[src/rtl/ext_unit_pkg.sv]
// Shared widths and the extension-mode encoding for the immediate extender.
package ext_unit_pkg;

    localparam int IMM_W  = 16;
    localparam int WORD_W = 32;

    // Decoded extension mode; lui has priority over the sign/zero choice.
    typedef enum logic [1:0] {
        EXT_ZERO = 2'b00,
        EXT_SIGN = 2'b01,
        EXT_LUI  = 2'b10
    } ext_mode_e;

    // Collapse the two control-unit select lines into one mode.
    // luiop overrides extop, so extop never reaches the result in lui mode.
    function automatic ext_mode_e decode_mode(input logic extop, input logic luiop);
        ext_mode_e mode;
        if (luiop) begin
            mode = EXT_LUI;
        end else if (extop) begin
            mode = EXT_SIGN;
        end else begin
            mode = EXT_ZERO;
        end
        return mode;
    endfunction

endpackage

[src/rtl/ext_unit_core.sv]
// Purely combinational immediate extension: zero, sign or upper-half placement.
module ext_unit_core
    import ext_unit_pkg::*;
(
    input  logic [IMM_W-1:0]  imm16,
    input  logic              extop,
    input  logic              luiop,
    output logic [WORD_W-1:0] ex_d
);

    ext_mode_e mode_s;

    assign mode_s = decode_mode(extop, luiop);

    // Build the 32-bit operand for the selected mode.
    always_comb begin
        ex_d = 32'h0000_0000;
        case (mode_s)
            EXT_LUI:  ex_d = {imm16, 16'h0000};
            EXT_SIGN: ex_d = {{16{imm16[15]}}, imm16};
            EXT_ZERO: ex_d = {16'h0000, imm16};
            default:  ex_d = 32'h0000_0000;
        endcase
    end

endmodule

[src/rtl/ext_unit.sv]
// Immediate extender top: combinational core plus an optional output register.
module ext_unit
    import ext_unit_pkg::*;
#(
    parameter int OUT_REG = 1
) (
    input  logic              clk,
    input  logic              reset,
    input  logic [IMM_W-1:0]  imm16,
    input  logic              extop,
    input  logic              luiop,
    output logic [WORD_W-1:0] ex32
);

    logic [WORD_W-1:0] ex_d;

    ext_unit_core u_core (
        .imm16 (imm16),
        .extop (extop),
        .luiop (luiop),
        .ex_d  (ex_d)
    );

    generate
        if (OUT_REG != 0) begin : g_reg
            logic [WORD_W-1:0] ex32_q;

            // Output register: cleared on reset, otherwise loads a fresh result every cycle.
            always_ff @(posedge clk) begin
                if (reset) begin
                    ex32_q <= 32'h0000_0000;
                end else begin
                    ex32_q <= ex_d;
                end
            end

            assign ex32 = ex32_q;
        end else begin : g_comb
            assign ex32 = ex_d;
        end
    endgenerate

endmodule

[config.mk]
export PLATFORM = sky130hd
export DESIGN_NAME = ext_unit
export DESIGN_NICKNAME = d
export VERILOG_FILES = /design/src/rtl/ext_unit_pkg.sv /design/src/rtl/ext_unit_core.sv /design/src/rtl/ext_unit.sv
export SDC_FILE = /design/constraint.sdc
export NUM_CORES = 1
export LEC_CHECK = 0
export ABC_CLOCK_PERIOD_IN_PS = 1450
export CORE_MARGIN = 1
export CORE_UTILIZATION = 40
export DETAILED_ROUTE_END_ITERATION = 8
export PLACE_DENSITY_LB_ADDON = 0.08
export SKIP_CTS_REPAIR_TIMING = 1
export SYNTH_ARGS = -nofsm -noshare
export SYNTH_HDL_FRONTEND = slang
export SYNTH_SLANG_ARGS = --single-unit
[constraint.sdc]
create_clock -name clk -period 1.45 [get_ports clk]
set_input_delay 0.29 -clock clk [delete_from_list [all_inputs] [get_ports clk]]
set_output_delay 0.29 -clock clk [all_outputs]
set_load 0.005 [all_outputs]
### After elaboration in Yosys (flattened, before gate mapping)

Index checks and enable logic that the tools add are counted.

* bits in registers: 32
* bits in latches: 0
* memory bits (writable): 0
* ROM bits: 0
* bits of input ports: 20
* output and inout port bits: 32
* word-level logic and storage cells: 7
* memories kept: 0

* add/subtract/negate cells: 0
* multipliers: 0
* div/mod/pow operators: 0
* $lt $le $gt $ge: 0
* equal/unequal tests: 2
* shift-type cells: 0
* multiplexer cells: 3
* bitwise operators: 0
* reductions and logical operators: 1

Operators with widths (number)
* $pmux 32 s3: 1
* $eq 2x1->1 const B: 1
* $eq 2x2->1 const B: 1
* $logic_not 2->1: 1
* $mux 2: 1
* $mux 1: 1

### Depth between registers and ports, before layout

* depth in word-level cells: 4
* depth in mapped cells: 4
* gate-level depth less buffers: 2

### Modules after synthesis

Synthesis repeated with hierarchy kept, for this count alone.

* cells, all modules: 119
* area total of the unflattened synthesis: 1158.6 sq um

Modules (own cells, without submodules)
* ext_unit: instances 1, cells an instance 67, area an instance 863.3 sq um, seq. area each 640.6 sq um
* ext_unit_core: instances 1, cells an instance 52, area an instance 295.3 sq um, seq. area each 0.0 sq um

### Worst setup path after synthesis

No wires, ideal clock.

* path type: input to register
* start point: input port reset
* end point: register g_reg.ex32_q[10] (netlist: ex32[10])
* setup time: 115 ps
* arrival time: 788 ps
* data required time: 1335 ps
* setup slack: 547 ps
* cell stages on the path: 4
* buffers on the path: 2
* cells stage by stage: buf_2 > nor2_4 > clkbuf_2 > and2_1

RTL lines
* start: declaration: RTL line ext_unit.sv:8 `input logic reset,`
* end signal: assignment: RTL line ext_unit.sv:31 `ex32_q <= 32'h0000_0000;`
* end signal: assignment: RTL line ext_unit.sv:33 `ex32_q <= ex_d;`
* end: declaration: RTL line ext_unit.sv:26 `logic [WORD_W-1:0] ex32_q;`

### Worst setup path after layout

* start point: register g_reg.ex32_q[25] (netlist: ex32[25])
* end point: output port ex32[25]

RTL lines
* end: declaration: RTL line ext_unit.sv:12 `output logic [WORD_W-1:0] ex32`

No word-level cell between the ends.

==> results_dict.tcl <==
set metrics [dict create \
    drcViolationCount 0 \
    core_area_um2 2280 \
    yosysTopAreaCellShare_pct 64.4 \
    detail-route-antenna-nets 0 \
    cp.arrival_ns 1.13 \
    io_pins 52 \
    num_antenna_cells 0 \
    hold_ws_ns 0.552 \
    ys_ff_latch 32 \
    end_kind "output pin" \
    yosysSeqAreaShare_pct 64.4 \
    area_growth_pct 69.9 \
    antenna_found_initial 0 \
    syn_area_per_cell_um2 11.3 \
    cts_sinks 32 \
    drv_slew 0 \
    grt-ovfl-total 0 \
    fp.dieW_um 51.9 \
    post-route-period-util_pct 98.0 \
    min_path_type "in2reg" \
    initial_core_util_pct 43.7 \
    clockBufferDepth 2 \
    cts_root_buf "clkbuf_4" \
    rsz0062_at_grt "false" \
    worst-path-buf-inv 1 \
    portBuffers 51 \
    final_nets 165 \
    powerDensity_nw_per_um2 1110 \
    synthTopCellsByArea "dfxtp_1, and2_1, a21oi_2" \
    wl_per_cell_um 11.4 \
    clkTransAtPathRegs_ns 0.10 \
    crit_required_ns 1.16 \
    leakage_nw 1.00 \
    track_usage_pct 16.4 \
    fmax_mhz 703 \
    largest_reg_flops 32 \
    start_kind "flop" \
    syn_area_um2 995 \
    grt_max_degree 17 \
    critical_path.top_delay_family "buffers and inverters" \
    dieArea_um2 2690 \
    cp_slowest_cell "clkdlybuf4s50_1" \
    grt_pass1_wl_mm 3.07 \
    worst-path-max-fanout 1 \
    setup_viol 0 \
    yosysWarnings 0 \
    firstDrtPassIters 4 \
    hold_viol_final 0 \
    worstSetupPathType "reg2out" \
    yosysUniqueCellTypes 12 \
    cap_violations 0 \
    grt_pass1_vias 720 \
    num_vias 784 \
    num-fill-cells 162 \
    drive_above_1_share_pct 19.9 \
    netlist_instances 88 \
    finalPower_mw 1.88 \
    min_to "ex32[25]" \
    crit_chain "clkdlybuf4s50_1" \
    finalCriticalPeriod_ns 1.42 \
    vdd_drop_max_mv 1.17 \
    hp-start "imm16[9]" \
    status "finished, final reports clean" \
    numCtsBuffers 5 \
    via_per_inst 4.51 \
    cts_tree "done" \
    dpl.hpwl_mm 1.47 \
    drt-initial-drc-count 6 \
    finalWirelength_mm 1.98 \
    worst_pin_slew_ns 0.291 \
    slowest_delay_ns 0.49 \
    yosysTopAreaCell "dfxtp_1" \
    multi_input_area_um2 312 \
    mostFrequentLayoutCells "clkdlybuf4s50_1, dfxtp_1, dlymetal6s2s_1" \
    synth_nets 108 \
    final_common_cell "clkdlybuf4s50_1" \
    hold_depth 3 \
    rows 17 \
    gp_congestion 0.657 \
    h-tree-depth 2 \
    relSlewSlack_pct 80.5 \
    die_h_um 51.9 \
    regArea_um2 646 \
]
## report_power, final
part           switching [mW]  leakage [nW]  internal (mW)
Combinational          0.0813         0.685          0.141
Clock                   0.270        0.0515          0.458
Sequential            0.00978         0.265          0.922
## cell type report
type                            instances  share of cell area, %
Tap cell                               28                   2.07
Sequential cell                        32                   38.2
Timing Repair Buffer                   56                   35.7
Clock inverter                          1                   1.78
Clock buffer                            7                   3.85
Multi-Input combinational cell         50                   18.4
## synth_stat cells (all sizes together)
master / n
nand3b: 1
nor2: 2
and2: 16
buf: 5
clkbuf: 1
nand2: 15
nor3b: 1
a21oi: 15
dfxtp: 32
## metal layers
metal | GRT usage, % | wire (um) | part of all wire, % | up-vias
li1 | - | - | - | 393
met1 | 17.7 | 797 | 40 | 354
met2 | 28.4 | 996 | 50 | 32
met3 | 4.39 | 144 | 7.3 | 5
met4 | 9.46 | 38 | 1.9 | 0
met5 | 0 | 0 | 0 | -
## worst max path at each step
| stage | startpoint | end | slack [ns] | depth (start not counted) |
|---|---|---|---|---|
| final | ex32[25] | ex32[25] | 0.03 | 1 |
| after global routing | ex32[25] | ex32[25] | 0.0002 | 1 |
| after CTS | ex32[27] | ex32[27] | -0.009 | 1 |
| after detailed placement | luiop | ex32[11] | -0.005 | 4 |
| after global placement | luiop | ex32[12] | 0.01 | 4 |
| after floorplan | reset | ex32[10] | 0.55 | 4 |
## cells by family (layout without fill, tap and decap cells)
logic type / after synthesis / count (layout) / synth area share [%]
flip-flops: 32 / 32 / 64.4
AND/OR/NAND/NOR: 35 / 35 / 20.0
AO/OA/AOI/OAI: 15 / 15 / 11.3
buffers and inverters: 6 / 64 / 4.28
## through the flow
step           instance area (um^2)  setup WS, ns  cells  util (%)  setup TNS (ns)
2_1_floorplan                   995         0.547     88         -               0
3_3_place_gp                   1540        0.0101    166      67.5               0
3_5_place_dp                   1540      -0.00456    166      67.5        -0.00582
4_1_cts                        1630      -0.00899    174      71.6        -0.00985
5_1_grt                        1690      0.000188    174      74.3               0
6_report                       1690        0.0284    174      74.3               0
No activity file was read; power rests on OpenSTA's default activity.
